**config.mk**
```make
export PLATFORM = sky130hd
export DESIGN_NAME = step_clock_gen_flat
export DESIGN_NICKNAME = d
export VERILOG_FILES = /design/src/rtl/step_clock_gen_pkg.sv /design/src/rtl/step_clock_gen_if.sv /design/src/rtl/step_clock_gen_key_debounce.sv /design/src/rtl/step_clock_gen.sv /design/src/flat_wrapper.sv
export SDC_FILE = /design/constraint.sdc
export NUM_CORES = 1
export LEC_CHECK = 0
export ABC_AREA = 1
export CORE_ASPECT_RATIO = 2
export CORE_UTILIZATION = 54
export DETAILED_ROUTE_END_ITERATION = 10
export PLACE_DENSITY = 0.77
export SETUP_SLACK_MARGIN = 0.2
export SLEW_MARGIN = 20
export SYNTH_ARGS = -nofsm -noshare
export SYNTH_HDL_FRONTEND = slang
export SYNTH_HIERARCHICAL = 1
export SYNTH_SLANG_ARGS = --single-unit
```
**constraint.sdc**
```tcl
create_clock -name Clock -period 1.8 [get_ports Clock]
set_input_delay 0.36 -clock Clock [delete_from_list [all_inputs] [get_ports Clock]]
set_output_delay 0.36 -clock Clock [all_outputs]
set_load 0.02 [all_outputs]
```
**src/rtl/step_clock_gen_pkg.sv**
```systemverilog
// Shared constants and debounce state encoding for the step clock generator.
package step_clock_pkg;

   localparam int DEBOUNCE_CYCLES_DEF = 1_000_000;  // 20 ms at 50 MHz
   localparam int AUTO_DIV_DEF        = 25_000_000; // 2 pulses per second at 50 MHz
   localparam int CNT_W_DEF           = 16;

   // Debounce states; bit 1 doubles as the debounced "pressed" level.
   typedef logic [1:0] db_state_t;

   localparam db_state_t UP        = 2'b00;
   localparam db_state_t WAIT_DOWN = 2'b01;
   localparam db_state_t DOWN      = 2'b11;
   localparam db_state_t WAIT_UP   = 2'b10;

endpackage

```
**src/rtl/step_clock_gen_if.sv**
```systemverilog
// Harness-side signals of the step clock generator: key/switch/halt in,
// step enable and debug status out.
interface step_clock_gen_if
   import step_clock_pkg::*;
#(
   parameter int CNT_W = CNT_W_DEF
);
   logic             KeyStep;
   logic             AutoRun;
   logic             Halt;
   logic             StepEn;
   logic             KeyLevel;
   logic [CNT_W-1:0] StepCount;
   db_state_t        DbState;

   modport master (
      output KeyStep, AutoRun, Halt,
      input  StepEn, KeyLevel, StepCount, DbState
   );

   modport slave (
      input  KeyStep, AutoRun, Halt,
      output StepEn, KeyLevel, StepCount, DbState
   );
endinterface

```
**src/rtl/step_clock_gen_key_debounce.sv**
```systemverilog
// Pushbutton conditioner: 2-flop synchronizer, press/release debounce FSM and
// a one-cycle press event. Reusable for any active-low board key.
module key_debounce
   import step_clock_pkg::*;
#(
   parameter int DEBOUNCE_CYCLES = DEBOUNCE_CYCLES_DEF
) (
   input  logic      Clock,
   input  logic      Resetn,
   input  logic      KeyRaw,    // active-low, asynchronous, bouncy
   output logic      press_evt, // one cycle, on the last stable pressed sample
   output logic      KeyLevel,
   output db_state_t DbState
);
   localparam int            DW    = $clog2(DEBOUNCE_CYCLES + 1);
   localparam logic [DW-1:0] DLAST = DW'(DEBOUNCE_CYCLES - 1);

   logic [1:0]    sync_q;  // raw key, idle-high
   logic [1:0]    vld_q;   // marks when sync_q holds real samples after reset
   logic          armed_q; // a released key has been seen since reset
   logic          key_s;
   db_state_t     state_q, state_d;
   logic [DW-1:0] dcnt_q, dcnt_d;

   assign key_s = ~sync_q[1];

   // Synchronize the key and arm only once a genuine release has been observed,
   // so a key held through reset cannot generate a press.
   always_ff @(posedge Clock) begin
      // NOTE: sequential state uses non-blocking assignments so every flop
      // samples pre-edge values regardless of statement order.
      if (!Resetn) begin
         sync_q  <= 2'b11;
         vld_q   <= 2'b00;
         armed_q <= 1'b0;
      end else begin
         sync_q <= {sync_q[0], KeyRaw};
         vld_q  <= {vld_q[0], 1'b1};
         if (vld_q[1] && !key_s) begin
            armed_q <= 1'b1;
         end
      end
   end

   // Debounce next-state: a stable run of DEBOUNCE_CYCLES samples flips the level.
   always_comb begin
      // NOTE: every output of this block gets a default first, otherwise the
      // branches that leave it unassigned would infer latches.
      state_d   = state_q;
      dcnt_d    = dcnt_q;
      press_evt = 1'b0;
      case (state_q)
         UP: begin
            if (key_s && armed_q) begin
               dcnt_d  = '0;
               state_d = WAIT_DOWN;
            end
         end
         WAIT_DOWN: begin
            if (!key_s) begin
               state_d = UP;
            end else begin
               dcnt_d = dcnt_q + 1'b1;
               if (dcnt_q == DLAST) begin
                  state_d   = DOWN;
                  press_evt = 1'b1;
               end
            end
         end
         DOWN: begin
            if (!key_s) begin
               dcnt_d  = '0;
               state_d = WAIT_UP;
            end
         end
         WAIT_UP: begin
            if (key_s) begin
               state_d = DOWN;
            end else begin
               dcnt_d = dcnt_q + 1'b1;
               if (dcnt_q == DLAST) begin
                  state_d = UP;
               end
            end
         end
         default: state_d = UP;
      endcase
   end

   // Debounce state and counter registers.
   always_ff @(posedge Clock) begin
      if (!Resetn) begin
         state_q <= UP;
         dcnt_q  <= '0;
      end else begin
         state_q <= state_d;
         dcnt_q  <= dcnt_d;
      end
   end

   assign KeyLevel = state_q[1];
   assign DbState  = state_q;

endmodule

```
**src/rtl/step_clock_gen.sv**
```systemverilog
// Single-step / auto-run clock-enable generator for the processor harness.
module step_clock_gen
   import step_clock_pkg::*;
#(
   parameter int DEBOUNCE_CYCLES = DEBOUNCE_CYCLES_DEF,
   parameter int AUTO_DIV        = AUTO_DIV_DEF,   // must be >= 2
   parameter int CNT_W           = CNT_W_DEF
) (
   input logic             Clock,
   input logic             Resetn,
   step_clock_gen_if.slave bus
);
   localparam int            AW    = $clog2(AUTO_DIV);
   localparam logic [AW-1:0] ALAST = AW'(AUTO_DIV - 1);

   logic             press_evt;
   logic [1:0]       auto_q;
   logic             auto_s;
   logic [AW-1:0]    acnt_q;
   logic             tick;
   logic             step_next;
   logic             step_q;
   logic [CNT_W-1:0] cnt_q;

   key_debounce #(
      .DEBOUNCE_CYCLES(DEBOUNCE_CYCLES)
   ) u_key (
      .Clock    (Clock),
      .Resetn   (Resetn),
      .KeyRaw   (bus.KeyStep),
      .press_evt(press_evt),
      .KeyLevel (bus.KeyLevel),
      .DbState  (bus.DbState)
   );

   // Synchronize the run-mode switch.
   always_ff @(posedge Clock) begin
      if (!Resetn) begin
         auto_q <= 2'b00;
      end else begin
         auto_q <= {auto_q[0], bus.AutoRun};
      end
   end

   assign auto_s = auto_q[1];
   assign tick   = auto_s && (acnt_q == ALAST);

   // Auto prescaler: free-runs 0..AUTO_DIV-1 in auto mode, parked at 0 otherwise.
   always_ff @(posedge Clock) begin
      if (!Resetn || !auto_s || tick) begin
         acnt_q <= '0;
      end else begin
         acnt_q <= acnt_q + 1'b1;
      end
   end

   // Auto mode owns the pulse source; Halt drops events rather than deferring them.
   assign step_next = !bus.Halt && (auto_s ? tick : press_evt);

   // Registered step enable with a counter that moves in the same cycle.
   always_ff @(posedge Clock) begin
      if (!Resetn) begin
         step_q <= 1'b0;
         cnt_q  <= '0;
      end else begin
         step_q <= step_next;
         if (step_next) begin
            cnt_q <= cnt_q + 1'b1;
         end
      end
   end

   assign bus.StepEn    = step_q;
   assign bus.StepCount = cnt_q;

endmodule
```
**src/flat_wrapper.sv**
```systemverilog
// flat-port wrapper written by rule: the top's interface ports become plain ports
module step_clock_gen_flat import step_clock_pkg::*;
#(
   parameter int DEBOUNCE_CYCLES = DEBOUNCE_CYCLES_DEF,
   parameter int AUTO_DIV        = AUTO_DIV_DEF,                  
   parameter int CNT_W           = CNT_W_DEF
)
  (Clock, Resetn, bus_KeyStep, bus_AutoRun, bus_Halt, bus_StepEn, bus_KeyLevel, bus_StepCount, bus_DbState);
  step_clock_gen_if #(.CNT_W(CNT_W)) bus_i ();
  input logic Clock;
  input logic Resetn;
  input wire logic [$bits(bus_i.KeyStep)-1:0] bus_KeyStep;
  input wire logic [$bits(bus_i.AutoRun)-1:0] bus_AutoRun;
  input wire logic [$bits(bus_i.Halt)-1:0] bus_Halt;
  output wire logic [$bits(bus_i.StepEn)-1:0] bus_StepEn;
  output wire logic [$bits(bus_i.KeyLevel)-1:0] bus_KeyLevel;
  output wire logic [$bits(bus_i.StepCount)-1:0] bus_StepCount;
  output wire logic [$bits(bus_i.DbState)-1:0] bus_DbState;
  assign bus_i.KeyStep = bus_KeyStep;
  assign bus_i.AutoRun = bus_AutoRun;
  assign bus_i.Halt = bus_Halt;
  assign bus_StepEn = bus_i.StepEn;
  assign bus_KeyLevel = bus_i.KeyLevel;
  assign bus_StepCount = bus_i.StepCount;
  assign bus_DbState = bus_i.DbState;
  step_clock_gen #(.DEBOUNCE_CYCLES(DEBOUNCE_CYCLES), .AUTO_DIV(AUTO_DIV), .CNT_W(CNT_W)) u_core (.Clock(Clock), .Resetn(Resetn), .bus(bus_i));
endmodule
```
==> results.toml <==
[critical_path]
slowest_delay_ns = 0.31
regToRegSetupSlack_ns = -0.12
start_kind = "register"
crit_type = "reg -> reg"
crit_chain = "inv_1 -> nand2_2 -> nor4_4 -> nor3b_4 -> or2_4 -> buf_12 -> buf_16 -> nand4_1 -> nand2_1 -> nor2_1"
worstPathMaxFanout = 7
cp_slowest_cell = "dfxtp_1"
cp_num_buf_inv = 3
cp_top_family = "simple AND/OR/NAND/NOR gates"
crit_required_ns = 2.03
critPathCaptureType = "register"
worst_ep_arrival_time_ns = 2.14

[synth]
ys_ff_latch = 71
postSynthAreaPerCell_um2 = 6.50
synth-edff-count = 0
synthArstFlopShare_pct = 0
yosysUniqueCellTypes = 34
synth_nets = 616
yosys_warnings = 6
yosys.area.top_type = "dfxtp_1"
synthDominantCellAreaShare_pct = 36.2
yosysSeqAreaShare_pct = 36.2
ys.flop_type = "dfxtp_1"
synthCells = 603
synth_area_leaders = "dfxtp_1 36%, nand2_1 14%, nor2_1 10%"
synth.cell_area_mm2 = 0.00392

[clock_tree]
cts.htree.levels = 3
cts_buffers = 9
clkSinkCount = 71
insertion_delay_ns = 0.34
hold_buffers = 0
cts-root-to-sink-buffers = 2
root_buffer = "clkbuf_16"
cts_tree = "done"
clk_pin_slew_ns = 0.06

[routing]
drt-total-wl_um = 10400
vias_per_cell = 5.34
drt_iter0_drc = 227
via_count = 4024
wl_per_cell_um = 13.8
drc = 0
ant_nets = 0
firstDrtPassIters = 7

[timing]
clock.fmax_ghz = 0.522
finalSetupViolations = 16
fin_crit_sh_pct = 106
period_minus_slack_ns = 1.92
rsz0062_at_grt = "true"
tightest_slew_ns = 0.446
finClkSkew_ns = 0.00620
slew_headroom_pct = 70.0
fin_ws_ns = -0.115
slew_viol_final = 0
hold_violations = 0

[power]
p_leak_nw = 2.20
ir_drop_mv = 0.574
p_per_area_mw_per_mm2 = 898

[flow_run]
cap_viol_max_count = 0

[floorplan]
core_area_mm2 = 0.00699
rows = 43
dieArea_mm2 = 0.00763
die_w_um = 62.3
io_pins = 25
initial_utilization_pct = 56.1
die_y_um = 123

[cells_and_area]
postLayoutCoreUtil_pct = 73.4
final_common_cell = "nand2_1"
area_delta_synth_final_pct = 30.9
drive_above_1_share_pct = 21.9
final-instance-count-excl-fill = 753
diodes = 0
final_cell_mix = "131 x nand2_1, 100 x nor2_1, 88 x inv_1"
fin_nets = 671

[global_routing]
grt_use_total_pct = 27.5
grt_first_pass_wirelength_um = 16300
grt_overflow = 0
grt_pass1_vias = 3830
grt_max_degree = 31
antenna_found_initial = 0

[place]
hpwl_um = 6510
port_buffers = 24
gp_congestion = 0.877
dp.cells = 714

[run_status]
status = "finished with violations"
failed_checks = "setup timing"

[min_path]
min_path_type = "reg -> reg"
[repair_timing]
action,CTS,global route
setup endpoints to repair,67,59
resized for setup,49,75
setup buffers,12,7
cloned,4,0
hold endpoints to repair,0,0
pin swaps,24,35
[where the power goes]
group | internal (mW) | leakage (nW) | total [mW] | switching (mW)
Combinational | 0.519 | 1.48 | 1.20 | 0.685
Clock | 1.07 | 0.137 | 1.73 | 0.657
Sequential | 1.63 | 0.583 | 1.68 | 0.0494
Total | 3.22 | 2.20 | 4.61 | 1.39
[cell usage after synthesis (4+ instances only)]
cell type,instances
dfxtp_1,71
nor2_1,109
nor3_1,22
clkbuf_1,4
buf_2,5
or2_2,6
a21oi_1,17
ha_1,8
nand3_1,40
o21ai_0,4
buf_6,4
nand4_1,23
nor4_1,4
nand2_1,144
inv_1,97
nor2_4,5
xor2_1,6
nor2_2,4
xnor2_1,4
nand3_2,4
[metal layers]
metal  vias up  routed length (µm)  track usage (%)
li1       1991                   -                -
met1      1863                3680             23.9
met2       121                5750             53.7
met3        49                 385             6.69
met4         0                 551             19.3
met5         -                   0                0
[flip-flops by register name, indices dropped and copies added (netlist names)]
signal and flops:
u_core/acnt_q 25, u_core/u_key/dcnt_q 20, u_core/bus.StepCount 16, u_core/auto_q 2, u_core/u_key/DbState 2, u_core/u_key/sync_q 2
u_core/u_key/vld_q 2, u_core/bus.StepEn 1, u_core/u_key/armed_q 1
[final cells by class]
cell class	count	area (µm²)
well taps	90	113
flip-flops and latches	71	1450
fillers	532	1860
multi-input cells	418	2300
repair buffers	57	592
clock buffers	12	236
clock inverters	4	47.5
inverters	101	392
[worst register-to-register path, cell delays in order, from the launching register on]
cell and delay (ns):
dfxtp_1 0.31, inv_1 0.11, nand2_2 0.11, nor4_4 0.30
nor3b_4 0.26, or2_4 0.20, buf_12 0.12, buf_16 0.11
nand4_1 0.12, nand2_1 0.11, nor2_1 0.04
[worst paths after layout]
kind	endpoint	cells past startpoint	startpoint
max	u_core/bus.StepCount[4]	10	u_core/u_key/dcnt_q[13]
min	u_core/u_key/sync_q[1]	1	u_core/u_key/sync_q[0]
max reg2reg	u_core/bus.StepCount[4]	10	u_core/u_key/dcnt_q[13]
min reg2reg	u_core/u_key/sync_q[1]	1	u_core/u_key/sync_q[0]
[cells by family (layout without fill, tap and decap cells)]
group,after synthesis,in the layout,share of synthesized area [%]
xor gates and xnor gates,10,10,2.23
adders and majority gates,8,8,2.55
and+or+nand+nor,373,374,43.3
AOI/OAI and AO/OA,26,26,3.54
DFF,71,71,36.2
buffers and inverters,115,174,12.1
[through the flow]
| step | power, mW | hold WS (ns) | setup slack (ns) | area, µm² | TNS (ns) |
|---|---|---|---|---|---|
| 2_1_floorplan | 2.29 | 0.388 | 0.210 | 3940 | 0 |
| 3_3_place_gp | 2.41 | 0.398 | 0.0568 | 4290 | 0 |
| 3_5_place_dp | 2.43 | 0.405 | -0.000205 | 4290 | -0.000205 |
| 4_1_cts | 4.35 | 0.415 | -0.0213 | 4840 | -0.0213 |
| 5_1_grt | 4.80 | 0.428 | -0.190 | 5130 | -2.43 |
| 6_report | 4.61 | 0.412 | -0.115 | 5130 | -1.11 |
(Power assumes the default switching activity.)
==> RTL edit 1 (config.mk and constraints unchanged) <==
`AUTO_DIV_DEF`: 25_000_000 -> 100_000_000.
--- a/src/rtl/step_clock_gen_pkg.sv
+++ b/src/rtl/step_clock_gen_pkg.sv
@@ -2,7 +2,7 @@
 package step_clock_pkg;
 
    localparam int DEBOUNCE_CYCLES_DEF = 1_000_000;  // 20 ms at 50 MHz
-   localparam int AUTO_DIV_DEF        = 25_000_000; // 2 pulses per second at 50 MHz
+   localparam int AUTO_DIV_DEF        = 100_000_000; // 2 pulses per second at 50 MHz
    localparam int CNT_W_DEF           = 16;
 
    // Debounce states; bit 1 doubles as the debounced "pressed" level.
Behaviour: same outputs for any inputs over 10 cycles, from zero or initial values and one cycle with Resetn low; that may be too few to reach the edited logic, so the function may still have changed.
==> RTL edit 1 against the unedited design <==
The run still ends with setup timing left. Clock skew up 0.0026 ns. Final area up 8.4%. Sequential cell count up 2. Highest routed layer unchanged. Synthesized area up 1.8%. Routed wire length up 18%. Worst setup slack better by 0.048 ns. Combinational power up 12%. Sequential power up 4%. Total power up 6.4%. Fmax up 2.6%.
==> RTL edit 1: results (changes against the unedited design) <==
Clocking
  – CTS Buffer Depth: 2 (unchanged)
  – CTS Buf Count: 9 (unchanged)
  – H-tree depth: 3 (unchanged)
  – Post CTS Setup Buffer Count: 15 (+3)
  – Resized Gates After CTS: 62 (+27%)

Worst setup path
  – Slowest cell on the critical path: dfxtp_4
  – Critical Path Start: u_core/u_key/dcnt_q[0]
  – R2R Path End: u_core/bus.StepCount[3]
  – FF-to-FF path depth: 11 (+1)
  – CP arrival: 2.14 ns (about the same)
  – Max incr delay on CP: 0.38 ns (+0.07 ns)

Hold path
  – Worst hold endpoint: u_core/auto_q[1]
  – Hold Path Cell Cnt: 2 (+1)
  – HP Start: u_core/auto_q[0]

Power and ir drop
  – Leakage: 2.38 nW (+8.5%)
  – Peak VDD IR: 0.641 mV (+12%)
  – Internal Power: 0.00336 W (+4.4%)

Finish
  – Fillcell total: 504 (-5.3%)
  – Largest register FFs: 27 (+8.0%)
  – Largest reg by FF count: u_core/acnt_q
  – Post-layout nets: 699 (+4.2%)
  – Share of layout cells above drive strength 1: 26.8% (+4.9 points)

Place
  – RD Place Congestion: 0.873 (-0.43%)
  – Post-place instance area: 4450 um2 (+3.7%)
  – DP HPWL: 6720 um (+3.3%)
  – Inst Count DP: 737 (+3.2%)
  – Post-Place Setup Slack: 0.00773 ns (+0.00793 ns)

Drt
  – WL met2: 6900 um (+20%)
  – DR WL/cell: 15.7 um (+14%)
  – Drt initial violations: 236 (+4.0%)
  – Vias: 4,360 (+8.3%)
  – Met3 routed WL: 494 um (+28%)
  – Vias/cell: 5.57 (+4.2%)
  – Post-Route M1 WL: 4070 um (+11%)
  – Drt first pass iters: 5 (-2)

Global route
  – Total GRT Usage: 29.0% (+1.5 points)
  – Global Route met1 Usage: 25.3% (+1.5 points)
  – Vias in the first global route: 4,238 (+11%)
  – GRT met2 Usage: 56.3% (+2.6 points)
  – Global routing's busiest layer: met2
  – Largest net degree at the start of global routing: 18 (-42%)
  – GR Util met3: 4.85% (-1.8 points)
  – First-pass GRT wire length: 17,700 um (+8.6%)

Status
  – Violated checks: setup timing
  – Status: finished with violations

Logic synthesis
  – Syn nets: 631 (+2.4%)
  – Dominant cells by area after synthesis: dfxtp_1 37%, nand2_1 14%, nor2_1 10%
  – Ys async rst share: 0% (unchanged)
  – Sequential area share after synthesis: 36.6% (+0.36 points)
  – Most used DFF post-synth: dfxtp_1
  – Syn avg cell area: 6.46 um2 (-0.65%)
  – Yosys Warn Count: 6 (unchanged)
  – Most instantiated cells after synthesis: 152 x nand2_1, 106 x nor2_1, 102 x inv_1

Timing
  – Min Hold Slack: 0.412 ns (-0.000370 ns)
  – Rel. slew slack: 70.6% (+0.64 points)
  – Worst setup margin: -0.0670 ns (+0.0480 ns)
  – Setup-failing EPs final: 16 (unchanged)
  – Setup TNS: -0.491 ns (+0.623 ns)
  – Max Clock Skew: 0.00884 ns (+0.00264 ns)
-- RTL edit 1: changes by cell type after synthesis, sizes merged, moves of 2 or more --
cell / before / now
inv: 100 / 106
nor3: 23 / 29
nand4: 23 / 20
nand2: 148 / 157
nor4: 4 / 2
dfxtp: 71 / 73
nor2: 118 / 115
or2: 7 / 4
nand3: 46 / 49
-- RTL edit 1: final cells by class --
class	instances	area, um2	share of cell area [%]
multi-input cells	426	2450	44.1
flip-flops and latches	73	1480	26.7
inverters	106	418	7.51
clock buffers	9	225	4.05
well taps	92	115	2.07
repair inverters	1	6.26	0.112
repair buffers	69	787	14.2
clock inverters	7	75.1	1.35
-- RTL edit 1: power groups by stage --
stage | clock, W | combinational, W | sequential, W
2_1_floorplan | 0 | 0.000559 | 0.00177
3_3_place_gp | 0 | 0.000713 | 0.00175
3_5_place_dp | 0 | 0.000736 | 0.00176
4_1_cts | 0.00185 | 0.000885 | 0.00173
5_1_grt | 0.00191 | 0.00140 | 0.00175
6_report | 0.00183 | 0.00134 | 0.00174
-- RTL edit 1: how the worst max path moves through the flow --
stage | to | slack, ns | cells after the start
after floorplan | u_core/bus.StepCount[0] | 0.21 | 9
after global placement | u_core/acnt_q[20] | 0.04 | 5
after detailed placement | u_core/bus.StepCount[14] | 0.008 | 10
after CTS | u_core/bus.StepCount[11] | 0.07 | 13
after global routing | u_core/bus.StepCount[3] | -0.19 | 11
final | u_core/bus.StepCount[3] | -0.07 | 11
-- RTL edit 1: cells by family (layout without fill, tap and decap cells) --
family / count (synthesis) / in the layout / synth area share (%)
adders and majority gates: 8 / 8 / 2.51
buffers and inverters: 119 / 192 / 12.1
AOI/OAI and AO/OA: 28 / 28 / 3.82
and+or+nand+nor: 380 / 380 / 42.8
DFF: 73 / 73 / 36.6
xor gates and xnor gates: 10 / 10 / 2.19
==> RTL edit 2 (same settings) <==
Made on the original files. Make the reset (`Resetn`) asynchronous in 4 clocked blocks.
--- a/src/rtl/step_clock_gen_key_debounce.sv
+++ b/src/rtl/step_clock_gen_key_debounce.sv
@@ -26,7 +26,7 @@
 
    // Synchronize the key and arm only once a genuine release has been observed,
    // so a key held through reset cannot generate a press.
-   always_ff @(posedge Clock) begin
+   always_ff @(posedge Clock or negedge Resetn) begin
       // NOTE: sequential state uses non-blocking assignments so every flop
       // samples pre-edge values regardless of statement order.
       if (!Resetn) begin
@@ -88,7 +88,7 @@
    end
 
    // Debounce state and counter registers.
-   always_ff @(posedge Clock) begin
+   always_ff @(posedge Clock or negedge Resetn) begin
       if (!Resetn) begin
          state_q <= UP;
          dcnt_q  <= '0;
--- a/src/rtl/step_clock_gen.sv
+++ b/src/rtl/step_clock_gen.sv
@@ -34,7 +34,7 @@
    );
 
    // Synchronize the run-mode switch.
-   always_ff @(posedge Clock) begin
+   always_ff @(posedge Clock or negedge Resetn) begin
       if (!Resetn) begin
          auto_q <= 2'b00;
       end else begin
@@ -58,7 +58,7 @@
    assign step_next = !bus.Halt && (auto_s ? tick : press_evt);
 
    // Registered step enable with a counter that moves in the same cycle.
-   always_ff @(posedge Clock) begin
+   always_ff @(posedge Clock or negedge Resetn) begin
       if (!Resetn) begin
          step_q <= 1'b0;
          cnt_q  <= '0;
Function: differs if Resetn is asserted again (counterexample within 10 cycles, from zero or initial values and one cycle with Resetn low); with Resetn held inactive, the same outputs for 10 cycles.
==> RTL edit 2 against the unedited design <==
Final area increased by 3.5%. Routed wire length increased by 1.7%. Worst setup slack improved by 0.31 ns. Critical path depth unchanged. Die area increased by 3.8%. Clock power increased by 8%. Sequential cell count unchanged. Synthesized area increased by 3.9%. Combinational power decreased by 12%. Total power increased by 0.27%. Fmax increased by 20%. First-iteration DRC count increased by 23%.
==> RTL edit 2: results (changes against the unedited design) <==
Logic synthesis
  – Ys async rst share: 64.8% (+65 points)
  – Syn nets: 592 (-3.9%)
  – Mapped Cells: 580 (-3.8%)
  – Compound-gate portion of the synthesized area: 4.02% (+0.48 points)
  – Sequential area share after synthesis: 40.6% (+4.3 points)
  – Dominant cells by area after synthesis: dfrtp_1 27%, nand2_1 16%, dfxtp_1 12%
  – Post-Synth Adder-Cell Area: 2.15% (-0.40 points)
  – Most instantiated cells after synthesis: 177 x nand2_1, 88 x nor2_1, 65 x inv_1
  – Synth unique cells: 31 (-8.8%)
  – Xor and xnor fraction of the mapped netlist area: 3.22% (+0.99 points)

Hold path
  – Hold crit path type: input port to asynchronous set/reset pin

Place
  – DP HPWL: 7270 um (+12%)
  – I/O Buffers: 24 (unchanged)
  – Post-place instance area: 4500 um2 (+5.0%)
  – Inst Count DP: 703 (-1.5%)
  – Post-Place Setup Slack: 0.0199 ns (+0.0201 ns)
  – RD Place Congestion: 0.880 (+0.35%)

Worst setup path
  – CP arrival: 1.82 ns (-0.32 ns)
  – Max incr delay on CP: 0.43 ns (+0.12 ns)
  – Slowest cell on the critical path: dfrtp_2
  – CP top delay family: flip-flops
  – Critical path peak fanout: 7 (unchanged)

Drt
  – DR WL/cell: 14.1 um (+2.2%)
  – Vias/cell: 5.42 (+1.5%)
  – Drt initial violations: 280 (+23%)
  – Drt first pass iters: 5 (-2)
  – Vias: 4,061 (+0.92%)

Global route
  – First-pass GRT wire length: 16,800 um (+3.3%)
  – Total GRT Usage: 27.6% (+0.082 points)
  – Vias in the first global route: 3,854 (+0.63%)
  – Grt ovf: 0 (unchanged)

Finish
  – Largest reg by FF count: u_core/acnt_q
  – Post-layout nets: 664 (-1.0%)
  – Largest register FFs: 25 (unchanged)
  – Share of layout cells above drive strength 1: 23.4% (+1.6 points)
  – Fillcell total: 608 (+14%)

Timing
  – Setup-failing EPs final: 0 (-16)
  – Max Clock Skew: 0.00476 ns (-0.00144 ns)

Clocking
  – Post CTS Setup Buffer Count: 17 (+5)
  – Resized Gates After CTS: 47 (-4.1%)
  – CTS Buffer Depth: 2 (unchanged)

Status
  – Status: finished, final reports clean

Power and ir drop
  – Peak VDD IR: 0.780 mV (+36%)
  – Leakage: 2.30 nW (+4.7%)
[RTL edit 2: worst paths after layout]
path                                          endpoint  cells past startpoint                    start  slack, ns
worst max-delay path            u_core/u_key/dcnt_q[6]                     10  u_core/u_key/DbState[1]       0.20
worst min-delay path             u_core/u_key/vld_q[1]                      2                   Resetn       0.04
worst max register to register  u_core/u_key/dcnt_q[6]                     10  u_core/u_key/DbState[1]       0.20
worst min register to register        u_core/auto_q[1]                      0         u_core/auto_q[0]       0.36
max in group asynchronous       u_core/u_key/sync_q[0]                      2                   Resetn       1.38
min in group Clock                    u_core/auto_q[1]                      0         u_core/auto_q[0]       0.36
[RTL edit 2: where the power goes]
group / switching [W] / internal (W) / total (W) / leakage (nW)
clock network: 0.000673 / 0.00118 / 0.00186 / 0.161
registers: 0.0000645 / 0.00165 / 0.00171 / 0.814
logic: 0.000629 / 0.000424 / 0.00105 / 1.33
total: 0.00137 / 0.00326 / 0.00462 / 2.30
[RTL edit 2: area by class of cell]
| cell class | count | area [um2] | area share, % |
|---|---|---|---|
| clock inverter | 3 | 18.8 | 0.354 |
| sequential | 71 | 1660 | 31.3 |
| multi-input combinational | 431 | 2320 | 43.7 |
| tap | 92 | 115 | 2.17 |
| timing repair inverter | 1 | 7.51 | 0.141 |
| inverter | 69 | 263 | 4.95 |
| clock buffer | 13 | 304 | 5.73 |
| timing repair buffer | 69 | 618 | 11.6 |
[RTL edit 2: per-layer routing]
metal / wire length [um] / up-vias / track usage (%) / share of wire (%)
met4: 614 / 0 / 20.2 / 5.8
met1: 3610 / 1913 / 25.8 / 34
met3: 353 / 57 / 3.48 / 3.3
met5: 0 / - / 0 / 0
met2: 5960 / 126 / 51.9 / 57
li1: - / 1965 / - / -
